`src/rtl/acc_mul_div_seq_pkg.sv`:
```
// Shared types for the accumulator / multiply-divide sequencer: FSM states,
// decoded idle commands and accumulator register operations.
package acc_mul_div_seq_pkg;

  typedef enum logic [2:0] {
    ST_IDLE,
    ST_MUL,
    ST_DIV_SHL,
    ST_DIV_SUB,
    ST_DONE
  } state_e;

  typedef enum logic [2:0] {
    CMD_NONE,
    CMD_MUL,
    CMD_DIV,
    CMD_CLR,
    CMD_LD_HIGH,
    CMD_LD_LOW,
    CMD_SHR,
    CMD_SHL
  } cmd_e;

  typedef enum logic [2:0] {
    ACC_NOP,
    ACC_CLR,
    ACC_LD_HIGH,
    ACC_LD_LOW,
    ACC_SHR,
    ACC_SHL,
    ACC_SET_LSB
  } acc_op_e;

  // Fixed priority: start_mul > start_div > clr > ld_high > ld_low > shr > shl.
  function automatic cmd_e decode_cmd(input logic i_mul, input logic i_div,
                                      input logic i_clr, input logic i_ldh,
                                      input logic i_ldl, input logic i_shr,
                                      input logic i_shl);
    cmd_e w_cmd;
    if (i_mul)      w_cmd = CMD_MUL;
    else if (i_div) w_cmd = CMD_DIV;
    else if (i_clr) w_cmd = CMD_CLR;
    else if (i_ldh) w_cmd = CMD_LD_HIGH;
    else if (i_ldl) w_cmd = CMD_LD_LOW;
    else if (i_shr) w_cmd = CMD_SHR;
    else if (i_shl) w_cmd = CMD_SHL;
    else            w_cmd = CMD_NONE;
    return w_cmd;
  endfunction

endpackage

```
`src/rtl/acc_mul_div_seq_acc_shift_reg.sv`:
```
// 2*WIDTH-bit accumulator {high,low} with clear, loads, shifts and low-bit set.
module acc_shift_reg
  import acc_mul_div_seq_pkg::*;
#(
  parameter int unsigned WIDTH = 4
) (
  input  logic             clk,
  input  logic             rst_n,
  input  acc_op_e          i_op,
  input  logic [WIDTH-1:0] i_high,
  input  logic [WIDTH-1:0] i_low,
  input  logic             i_cin,
  input  logic             i_bit,
  output logic [WIDTH-1:0] o_high,
  output logic [WIDTH-1:0] o_low
);

  logic [WIDTH-1:0] r_high;
  logic [WIDTH-1:0] r_low;

  // SHR shifts {i_cin, i_high, low}, so a MUL step can load and shift at once.
  always_ff @(posedge clk or negedge rst_n) begin
    if (!rst_n) begin
      r_high <= '0;
      r_low  <= '0;
    end else begin
      unique case (i_op)
        ACC_CLR: begin
          r_high <= '0;
          r_low  <= '0;
        end
        ACC_LD_HIGH: r_high <= i_high;
        ACC_LD_LOW:  r_low  <= i_low;
        ACC_SHR: begin
          r_high <= {i_cin, i_high[WIDTH-1:1]};
          r_low  <= {i_high[0], r_low[WIDTH-1:1]};
        end
        ACC_SHL: begin
          r_high <= {r_high[WIDTH-2:0], r_low[WIDTH-1]};
          r_low  <= {r_low[WIDTH-2:0], 1'b0};
        end
        ACC_SET_LSB: begin
          r_high   <= i_high;
          r_low[0] <= i_bit;
        end
        default: ;
      endcase
    end
  end

  assign o_high = r_high;
  assign o_low  = r_low;

endmodule

```
`src/rtl/acc_mul_div_seq.sv`:
```
// Accumulator plus shift-add MUL / restoring DIV sequencer driving the ALU strobes.
module acc_mul_div_seq
  import acc_mul_div_seq_pkg::*;
#(
  parameter int unsigned WIDTH = 4
) (
  input  logic             clk,
  input  logic             reset_n,
  input  logic [WIDTH-1:0] bus_data,
  input  logic [WIDTH-1:0] alu_data,
  input  logic             alu_cout,
  input  logic             acc_clr,
  input  logic             acc_ld_high,
  input  logic             acc_ld_low,
  input  logic             acc_shr,
  input  logic             acc_shl,
  input  logic             start_mul,
  input  logic             start_div,
  output logic [WIDTH-1:0] acc_high_data,
  output logic [WIDTH-1:0] acc_low_data,
  output logic             acc_lsb,
  output logic             op_mul,
  output logic             op_div,
  output logic             busy,
  output logic             done,
  output logic             div_zero
);

  localparam int unsigned CNT_W = (WIDTH > 1) ? $clog2(WIDTH) : 1;

  state_e           r_state;
  state_e           w_next;
  logic [CNT_W-1:0] r_cnt;
  logic             r_div_zero;
  cmd_e             w_cmd;
  logic             w_last;
  logic             w_bus_zero;
  acc_op_e          w_op;
  logic [WIDTH-1:0] w_d_high;
  logic             w_cin;
  logic             w_bit;

  assign w_cmd      = decode_cmd(start_mul, start_div, acc_clr, acc_ld_high,
                                 acc_ld_low, acc_shr, acc_shl);
  assign w_last     = (r_cnt == CNT_W'(WIDTH - 1));
  assign w_bus_zero = (bus_data == '0);

  always_ff @(posedge clk or negedge reset_n) begin
    if (!reset_n) r_state <= ST_IDLE;
    else          r_state <= w_next;
  end

  always_comb begin
    w_next = r_state;
    unique case (r_state)
      ST_IDLE: begin
        if (w_cmd == CMD_MUL)      w_next = ST_MUL;
        else if (w_cmd == CMD_DIV) w_next = w_bus_zero ? ST_DONE : ST_DIV_SHL;
      end
      ST_MUL:     if (w_last) w_next = ST_DONE;
      ST_DIV_SHL: w_next = ST_DIV_SUB;
      ST_DIV_SUB: w_next = w_last ? ST_DONE : ST_DIV_SHL;
      ST_DONE:    w_next = ST_IDLE;
      default:    w_next = ST_IDLE;
    endcase
  end

  // Step counter advances once per MUL step and once per SHL/SUB pair.
  always_ff @(posedge clk or negedge reset_n) begin
    if (!reset_n) begin
      r_cnt <= '0;
    end else if (r_state == ST_MUL || r_state == ST_DIV_SUB) begin
      r_cnt <= w_last ? '0 : r_cnt + 1'b1;
    end
  end

  always_ff @(posedge clk or negedge reset_n) begin
    if (!reset_n) begin
      r_div_zero <= 1'b0;
    end else if (r_state == ST_IDLE) begin
      if (w_cmd == CMD_MUL)      r_div_zero <= 1'b0;
      else if (w_cmd == CMD_DIV) r_div_zero <= w_bus_zero;
    end
  end

  always_comb begin
    busy     = (r_state != ST_IDLE);
    done     = (r_state == ST_DONE);
    op_mul   = (r_state == ST_MUL);
    op_div   = (r_state == ST_DIV_SUB);
    w_op     = ACC_NOP;
    w_d_high = acc_high_data;
    w_cin    = 1'b0;
    w_bit    = 1'b0;
    unique case (r_state)
      ST_IDLE: begin
        unique case (w_cmd)
          CMD_MUL: begin
            w_op     = ACC_LD_HIGH;
            w_d_high = '0;
          end
          CMD_DIV: begin
            w_op     = w_bus_zero ? ACC_NOP : ACC_LD_HIGH;
            w_d_high = '0;
          end
          CMD_CLR:     w_op = ACC_CLR;
          CMD_LD_HIGH: begin
            w_op     = ACC_LD_HIGH;
            w_d_high = alu_data;
          end
          CMD_LD_LOW:  w_op = ACC_LD_LOW;
          CMD_SHR:     w_op = ACC_SHR;
          CMD_SHL:     w_op = ACC_SHL;
          default:     w_op = ACC_NOP;
        endcase
      end
      ST_MUL: begin
        w_op     = ACC_SHR;
        w_d_high = acc_lsb ? alu_data : acc_high_data;
        w_cin    = acc_lsb & alu_cout;
      end
      ST_DIV_SHL: w_op = ACC_SHL;
      ST_DIV_SUB: begin
        w_op     = ACC_SET_LSB;
        w_d_high = alu_cout ? alu_data : acc_high_data;
        w_bit    = alu_cout;
      end
      default: w_op = ACC_NOP;
    endcase
  end

  acc_shift_reg #(.WIDTH(WIDTH)) u_acc (
    .clk    (clk),
    .rst_n  (reset_n),
    .i_op   (w_op),
    .i_high (w_d_high),
    .i_low  (bus_data),
    .i_cin  (w_cin),
    .i_bit  (w_bit),
    .o_high (acc_high_data),
    .o_low  (acc_low_data)
  );

  assign acc_lsb  = acc_low_data[0];
  assign div_zero = r_div_zero;

endmodule
```
`config.mk`:
```
export PLATFORM = sky130hd
export DESIGN_NAME = acc_mul_div_seq
export DESIGN_NICKNAME = d
export VERILOG_FILES = /design/src/rtl/acc_mul_div_seq_pkg.sv /design/src/rtl/acc_mul_div_seq_acc_shift_reg.sv /design/src/rtl/acc_mul_div_seq.sv
export SDC_FILE = /design/constraint.sdc
export NUM_CORES = 1
export LEC_CHECK = 0
export CAP_MARGIN = 40
export CORE_UTILIZATION = 49
export CTS_CLUSTER_SIZE = 40
export DETAILED_ROUTE_END_ITERATION = 16
export HOLD_SLACK_MARGIN = 0.06
export PLACE_DENSITY = 0.91
export REMOVE_ABC_BUFFERS = 1
export SLEW_MARGIN = 20
export SYNTH_ARGS = -nofsm -noshare
export SYNTH_HDL_FRONTEND = slang
export SYNTH_SLANG_ARGS = --single-unit
```
`constraint.sdc`:
```
create_clock -name clk -period 3.4 [get_ports clk]
set_input_delay 0.51 -clock clk [delete_from_list [all_inputs] [get_ports clk]]
set_output_delay 0.51 -clock clk [all_outputs]
set_load 0.01 [all_outputs]
```
==> flow_summary.ini, run 1 <==
[power_and_ir_drop]
p_per_area_nw_per_um2 = 798
pwr-share-clk_pct = 8.8
comb_power_share_pct = 61.7
p_seq_share_pct = 29.5
p_leak_uw = 0.000557
p_sw_share_pct = 45.4
p_int_uw = 598
p_switching_uw = 496
ir_drop_uv = 576

[drt]
drt-initial-drc-count = 32
wl_per_cell_um = 15.6
firstDrtPassIters = 4
drc_errors = 0
routed_wl_um = 2640
antenna_left = 0
vias_per_cell = 6.09
num_vias = 1036

[worst_hold_path]
min_path_type = reg -> reg

[floorplanning]
die_h_um = 48.0
ios = 32
start_util_pct = 52.3
fp.dieArea_um2 = 2300
core_area_um2 = 1980
die_w_um = 48.0
rows = 16

[clock_tree]
cts_buffers = 3
clk_path_buf_depth = 2
ctsResizeCount = 0
clk_latency_ps = 290
cts_tree = built
htreeDepth = 1
cts.sinks = 14
postCtsSetupBuffers = 0
cts-root-buf = clkbuf_4
cts_hold_buf = 0
clkTransAtPathRegs_ps = 80

[synth]
ys_seq_area_share_pct = 33.8
synth-adder-area-share_pct = 1.21
synth_xor_area_share_pct = 0
syn_area_um2 = 1040
synth_area_leader_cell = dfrtp_1
synth_warnings = 0
synthFlopType = dfrtp_1
synth_top_family_by_area = compound AO/OA/AOI/OAI gates
ys_types = 43
ys_async_sr_fraction_pct = 100
synth.area.mux_share_pct = 6.16
netlist_top_cells_area = dfrtp_1 (34%), a221o_1 (4.8%), nor2_1 (4.0%)
syn-instance-count = 115
synth_edf_count = 0
synth-simple-area-share_pct = 23.9
synth_top_area_share_pct = 33.8
avgSynthCellArea_um2 = 9.01
synth_compound_area_share_pct = 30.7
synth-seq-cells = 14

[sta]
fin_crit_ps = 2630
maxSlewViolCount = 0
setup_viol_count_final = 0
grt_setup_unrepaired = no
fin_crit_sh_pct = 77.2
finClkSkew_ps = 5.64
slew-limit-headroom_pct = 56.6
worst_pin_slew_ps = 650
max_freq_mhz = 381
final_hold_viol_count = 0
tns_ps = 0

[critical_path]
crit_arrival_ps = 2800
critPathLaunchType = primary input
required_ps = 3570
crit_type = in -> reg
crit_fanout = 7
r2r_slack_ps = 930
worst_setup_path_end_kind = register

[placement]
gp_congestion = 0.851
placed_cell_area_um2 = 1350
port_buffers = 31
dp_hpwl_um = 2000

[layout]
fin_util_pct = 69.1
layout.nets = 164
fillers = 165
syn2layout_area_growth_pct = 32.2
drive_above_1_share_pct = 11.2
design_area_um2 = 1370
insertedDiodeCount = 0

[global_route]
antenna_found_initial = 0
grt_max_degree = 17
gr-total-overflow = 0
grt_pass1_vias = 874
grt_first_pass_wirelength_um = 3750
grt.total_usage_pct = 24.2

[status]
status = finished, final reports clean

[job]
cap_violations = 0
-- path summary, 6_finish.rpt --
path                       depth (start not counted)        start              end
setup / recovery                                   6  bus_data[1]  u_acc.o_high[0]
hold / removal                                     2     div_zero         div_zero
setup reg to reg                                   6   r_state[1]  u_acc.o_high[0]
hold reg to reg                                    2     div_zero         div_zero
max in group asynchronous                          1      reset_n   u_acc.o_low[0]
min in group asynchronous                          1      reset_n  u_acc.o_high[1]
-- kinds of logic after synthesis --
group | Yosys count
flip-flops | 14
buffers and inverters | 9
adder cells (fa/ha/maj) | 1
AO/OA/AOI/OAI | 40
AND/OR/NAND/NOR | 45
multiplexers | 6
-- flip-flops by register name, summed over array words and instances, names as in the netlist --
| name | cells |
|---|---|
| div_zero | 1 |
| u_acc.o_low | 4 |
| u_acc.o_high | 4 |
| r_state | 3 |
| r_cnt | 2 |
-- power by group through the flow --
stage                     clock network [uW]  registers [uW]  logic, uW
after floorplan                            0             318        424
after global placement                     0             317        644
after detailed placement                   0             322        665
after CTS                               97.1             318        669
after global routing                     105             330        732
final                                   96.4             323        675
-- worst max-delay path, cell delays in order --
cell and delay, ps:
clkdlybuf4s50_1 430, or4_1 640, a221o_1 390, nand2_1 250, o221ai_2 190, a221o_1 390
-- placed cells by master, fill, tap and decap left out, types with 2 or more instances in the layout --
cell type        instances
a21oi_1                  6
a221o_1                  5
a22oi_1                  5
a32oi_1                  2
and3_1                   4
clkbuf_4                 3
clkdlybuf4s50_1         31
dfrtp_1                 14
inv_1                    3
mux2_2                   3
mux2i_1                  3
nand2_1                  7
nor2_1                  11
nor2b_1                  4
nor3_1                   5
nor3b_1                  3
o21ai_0                  4
o21bai_1                 2
o22ai_1                  5
or2_2                    2
-- Yosys cell counts (3+ instances only) --
cell type	instances
mux2_2	3
nor3_1	5
nor3b_1	3
and3_1	4
inv_1	3
nor2b_1	4
dfrtp_1	14
o22ai_1	5
nand2_1	7
a22oi_1	5
a221o_1	5
a21oi_1	6
o21ai_0	4
nor2_1	11
mux2i_1	3
-- metal layers --
metal	global-route usage (%)	wire (um)	up-vias
met5	0	0	-
met4	12.2	68	0
met3	4.53	164	6
met2	37.3	1240	44
met1	32.2	1180	484
li1	-	-	502
-- area by class of cell --
cell class	count	area (um2)	share of cell area (%)
Inverter	3	11.3	0.822
Clock buffer	3	22.5	1.64
Timing Repair Buffer	31	310	22.6
Sequential cell	14	350	25.6
Tap cell	27	33.8	2.47
Multi-Input combinational cell	92	642	46.8
-- through the flow --
step / power [uW] / hold slack, ps / setup WS [ps] / cells
floorplan: 742 / 214 / 1180 / 109
global placement: 961 / 486 / 546 / 167
detailed placement: 986 / 505 / 503 / 167
CTS: 1080 / 519 / 806 / 170
global route: 1170 / 546 / 723 / 170
finish: 1090 / 514 / 774 / 170
No activity file was read; power rests on OpenSTA's default activity.
==> inputs of run 2 (changes only) <==
- CORE_UTILIZATION: 49 -> 41
- PLACE_DENSITY: 0.91 -> 0.82
- clock period: 3.4 -> 2.35 ns (I/O delays scaled with it)
==> run 2 against run 1 <==
Compared with the run above: final cell count rose by 9.4%; sequential share of layout area fell by 2.0 points; power rose by 57%; largest power group unchanged; highest routed layer unchanged.
==> flow_summary.ini, run 2 (synthesized netlist as in run 1, its figures left out) <==
[layout]
syn2layout_area_growth_pct = 43.5
layout.nets = 179
finalNonFillerCells = 186
mostFrequentLayoutCell = clkdlybuf4s50_1
layout_common_cells = clkdlybuf4s50_1 (31), buf_4 (15), dfrtp_1 (14)
drive_above_1_share_pct = 20.3
design_area_um2 = 1490
insertedDiodeCount = 0

[clock_tree]
ctsResizeCount = 0
clk_path_buf_depth = 2
htreeDepth = 1
postCtsSetupBuffers = 0
clk_latency_ps = 270
cts.sinks = 14
cts-root-buf = clkbuf_4
cts_tree = built
clkTransAtPathRegs_ps = 80
cts_hold_buf = 0
cts_buffers = 3

[drt]
antenna_left = 0
routed_wl_um = 2770
firstDrtPassIters = 4
drc_errors = 0
drt-initial-drc-count = 58
vias_per_cell = 5.96
wl_per_cell_um = 14.9
num_vias = 1108

[power_and_ir_drop]
ir_drop_uv = 582
p_per_area_nw_per_um2 = 1160
p_leak_uw = 0.000629

[critical_path]
crit_chain = clkdlybuf4s50_1, or4_1, a221o_1, nand2_2, o221ai_2, a221o_1
worst_setup_path_end_kind = register
crit_arrival_ps = 2400
crit_top_cell = a221o_1
path_buf_inv = 1
crit_slowest_cell = or4_1
crit_fanout = 7
critPathMaxStageDelay_ps = 560
required_ps = 2510
path_delay_family = compound AO/OA/AOI/OAI gates
critPathLaunchType = primary input
crit_type = in -> reg

[global_route]
grt_pass1_vias = 1053
grt_max_degree = 16
gr-total-overflow = 0
grt_first_pass_wirelength_um = 4590
antenna_found_initial = 0
grt.total_usage_pct = 22.4

[floorplanning]
start_util_pct = 45.1
ios = 32
rows = 17
core_area_um2 = 2300
die_h_um = 52.3
fp.dieArea_um2 = 2730
die_w_um = 52.3

[worst_hold_path]
min_path_type = in -> async

[placement]
dp_hpwl_um = 2170
dp_cells = 183
gp_congestion = 0.994
placed_cell_area_um2 = 1460
port_buffers = 31

[sta]
fin_crit_ps = 2240
worst_pin_slew_ps = 663
finClkSkew_ps = 0.474
final_hold_viol_count = 0
max_freq_mhz = 447
fin_crit_sh_pct = 95.2
slew-limit-headroom_pct = 55.6
grt_setup_unrepaired = no
setup_viol_count_final = 0
hold_slack_ps = 479
maxSlewViolCount = 0

[status]
status = finished, final reports clean

[job]
cap_violations = 0
-- run 2: routing by layer --
layer	vias up	routed length [um]	track usage [%]
li1	533	-	-
met1	505	1240	30.5
met2	60	1260	36.3
met3	10	189	2.03
met4	0	81	9.21
met5	-	0	0
-- run 2: worst paths after layout --
| path | cells past startpoint | to | slack (ps) | start |
|---|---|---|---|---|
| min in group clk | 1 | r_cnt[1] | 520 | r_cnt[1] |
| worst min register to register | 1 | r_cnt[1] | 520 | r_cnt[1] |
| max in group asynchronous | 1 | u_acc.o_high[1] | 1450 | reset_n |
| worst max-delay path | 6 | u_acc.o_high[1] | 110 | bus_data[1] |
| worst min-delay path | 1 | r_state[2] | 480 | reset_n |
| worst max register to register | 6 | u_acc.o_high[1] | 220 | r_state[1] |
-- run 2: worst register-to-register path, delay by kind of cell, from the launching register on --
family / cells / cell delay [ps]
and+or+nand+nor: 2 / 750
AOI/OAI and AO/OA: 3 / 720
buffers and inverters: 1 / 180
DFF: 1 / 380
-- run 2: where the power goes --
part / switching [uW] / leakage (uW) / internal [uW]
Clock: 72.3 / 0.0000138 / 59.3
Sequential: 73.4 / 0.000183 / 334
Combinational: 589 / 0.000433 / 591
Total: 735 / 0.000629 / 984
-- run 2: metrics by stage --
stage	util, %	total power, uW	setup slack, ps	TNS (ps)
after floorplan	-	1070	129	0
after global placement	63.6	1540	-139	-643
after detailed placement	63.6	1570	-212	-1070
after CTS	64.6	1700	71.5	0
after global routing	64.7	1860	35.5	0
final	64.7	1720	113	0
-- run 2: area by class of cell --
| cell class | instances | area, um2 |
|---|---|---|
| fillers | 192 | 811 |
| multi-input cells | 92 | 644 |
| repair buffers | 46 | 423 |
| flip-flops and latches | 14 | 350 |
| well taps | 28 | 35.0 |
| clock buffers | 3 | 22.5 |
| inverters | 3 | 11.3 |
==> inputs of run 3 (changes only) <==
- GPL_TIMING_DRIVEN: not set -> 0
- SLEW_MARGIN: 20 -> not set
==> run 3 against run 2 <==
Compared with the run above: register-to-register slack worse by 130 ps; sequential share of layout area is 0.85 points higher; first-iteration DRC count is 50% lower; final cell count is 4.8% lower; die area stayed put; maximum frequency is 1.8% lower; non-clock buffer count is 9 lower; global-route usage is 2.4 points lower; hold slack worse by 3.6 ps; clock-buffer cell count stayed put; wire length is 6.6% lower; flip-flop and latch count stayed put; critical endpoint is now u_acc.o_high[0].
==> flow_summary.ini, run 3 (synthesized netlist as in run 1, its figures left out) <==
[status]
status = finished, final reports clean

[power_and_ir_drop]
power_uw = 1660
p_leak_uw = 0.000590
p_int_uw = 940
p_switching_uw = 724
p_sw_share_pct = 43.5
p_seq_share_pct = 26.4
p_per_area_nw_per_um2 = 1150
pwr-share-clk_pct = 8.0
comb_power_share_pct = 65.6
ir_drop_uv = 568

[clock_tree]
cts_tree = built
clk_path_buf_depth = 2
cts_buffers = 3
htreeDepth = 1
cts-root-buf = clkbuf_4
cts_hold_buf = 0
clkTransAtPathRegs_ps = 80
clk_latency_ps = 280
cts.sinks = 14

[floorplanning]
rows = 17
fp.dieArea_um2 = 2730
die_w_um = 52.3
start_util_pct = 45.1
core_area_um2 = 2300
die_h_um = 52.3
ios = 32

[placement]
placed_cell_area_um2 = 1350
gp_congestion = 0.912
port_buffers = 31
dp_cells = 168
dp_hpwl_um = 1910
post-place-ws_ps = -338

[drt]
wl_met3_um = 152
wl_per_cell_um = 14.6
drt-initial-drc-count = 29
drc_errors = 0
antenna_left = 0
firstDrtPassIters = 4
routed.top_layer = met4
vias_per_cell = 5.90
wl_met2_um = 1210
wl_met1_um = 1180
num_vias = 1044
routed_wl_um = 2590

[sta]
worst_pin_slew_ps = 666
fin_crit_sh_pct = 96.9
fin_crit_ps = 2280
slew-limit-headroom_pct = 55.4
setup_viol_count_final = 0
fin_ws_ps = 71.9
final_hold_viol_count = 0
tns_ps = 0
maxSlewViolCount = 0
finClkSkew_ps = 4.99
max_freq_mhz = 439
grt_setup_unrepaired = no

[layout]
design_area_um2 = 1450
fillers = 208
layout.nets = 170
drive_above_1_share_pct = 19.5
multi_input_area_um2 = 672
finalNonFillerCells = 177
seqCellArea_um2 = 354
mostFrequentLayoutCell = clkdlybuf4s50_1
layout_common_cells = clkdlybuf4s50_1 (31), dfrtp_1 (11), nor2_1 (10)
syn2layout_area_growth_pct = 40.0
insertedDiodeCount = 0

[global_route]
grt_first_pass_wirelength_um = 4060
gr-total-overflow = 0
grt.total_usage_pct = 20.0
antenna_found_initial = 0
grt_pass1_vias = 900
grt_max_degree = 17

[critical_path]
crit_fanout = 7
worst_setup_path_end_kind = register
required_ps = 2510
crit_arrival_ps = 2440
critPathLaunchType = primary input
r2r_slack_ps = 90
reg2reg_depth = 5
crit_type = in -> reg

[worst_hold_path]
min_path_type = in -> async

[job]
cap_violations = 0
==> run 3: layer usage <==
layer	vias to the layer above	track usage (%)
met2	42	31.0
met5	-	0
li1	514	-
met1	483	28.0
met4	0	9.21
met3	5	1.74
==> run 3: cell type report <==
cell class                 count  share of cell area [%]
inverter                       3                   0.777
tap                           28                    2.42
clock buffer                   3                    1.55
sequential                    14                    24.4
multi-input combinational     92                    46.3
timing repair buffer          37                    24.5
==> run 3: worst paths after layout <==
kind	from	end
hold / removal	reset_n	r_cnt[0]
setup / recovery	bus_data[1]	u_acc.o_high[0]
min in group clk	div_zero	div_zero
max in group asynchronous	reset_n	r_state[1]
hold reg to reg	div_zero	div_zero
setup reg to reg	r_state[0]	u_acc.o_low[3]
==> run 3: repair_timing <==
action / CTS / global route
endpoints found under the setup margin: 5 / 6
buffers inserted: 0 / 6
resized for setup: 4 / 5
gates cloned: 0 / 0
==> run 3: worst max-delay path, stage by stage <==
cell and delay [ps]:
clkdlybuf4s50_1 430, or4_4 590, a221o_1 370, nand2_2 150, o221ai_2 160, a221o_1 370
==> run 3: through the flow <==
| stage | util (%) | hold slack [ps] |
|---|---|---|
| final | 63.1 | 475 |
| after floorplan | - | 56.9 |
| after global placement | 58.7 | 485 |
| after CTS | 60.0 | 490 |
| after global routing | 63.1 | 532 |
| after detailed placement | 58.7 | 503 |
==> run 3: power by group through the flow <==
| stage | Combinational (uW) | Sequential (uW) | Clock [uW] |
|---|---|---|---|
| 3_3_place_gp | 939 | 458 | 0 |
| 3_5_place_dp | 959 | 463 | 0 |
| 5_1_grt | 1190 | 456 | 152 |
| 6_report | 1090 | 440 | 134 |
| 4_1_cts | 971 | 464 | 139 |
| 2_1_floorplan | 613 | 460 | 0 |
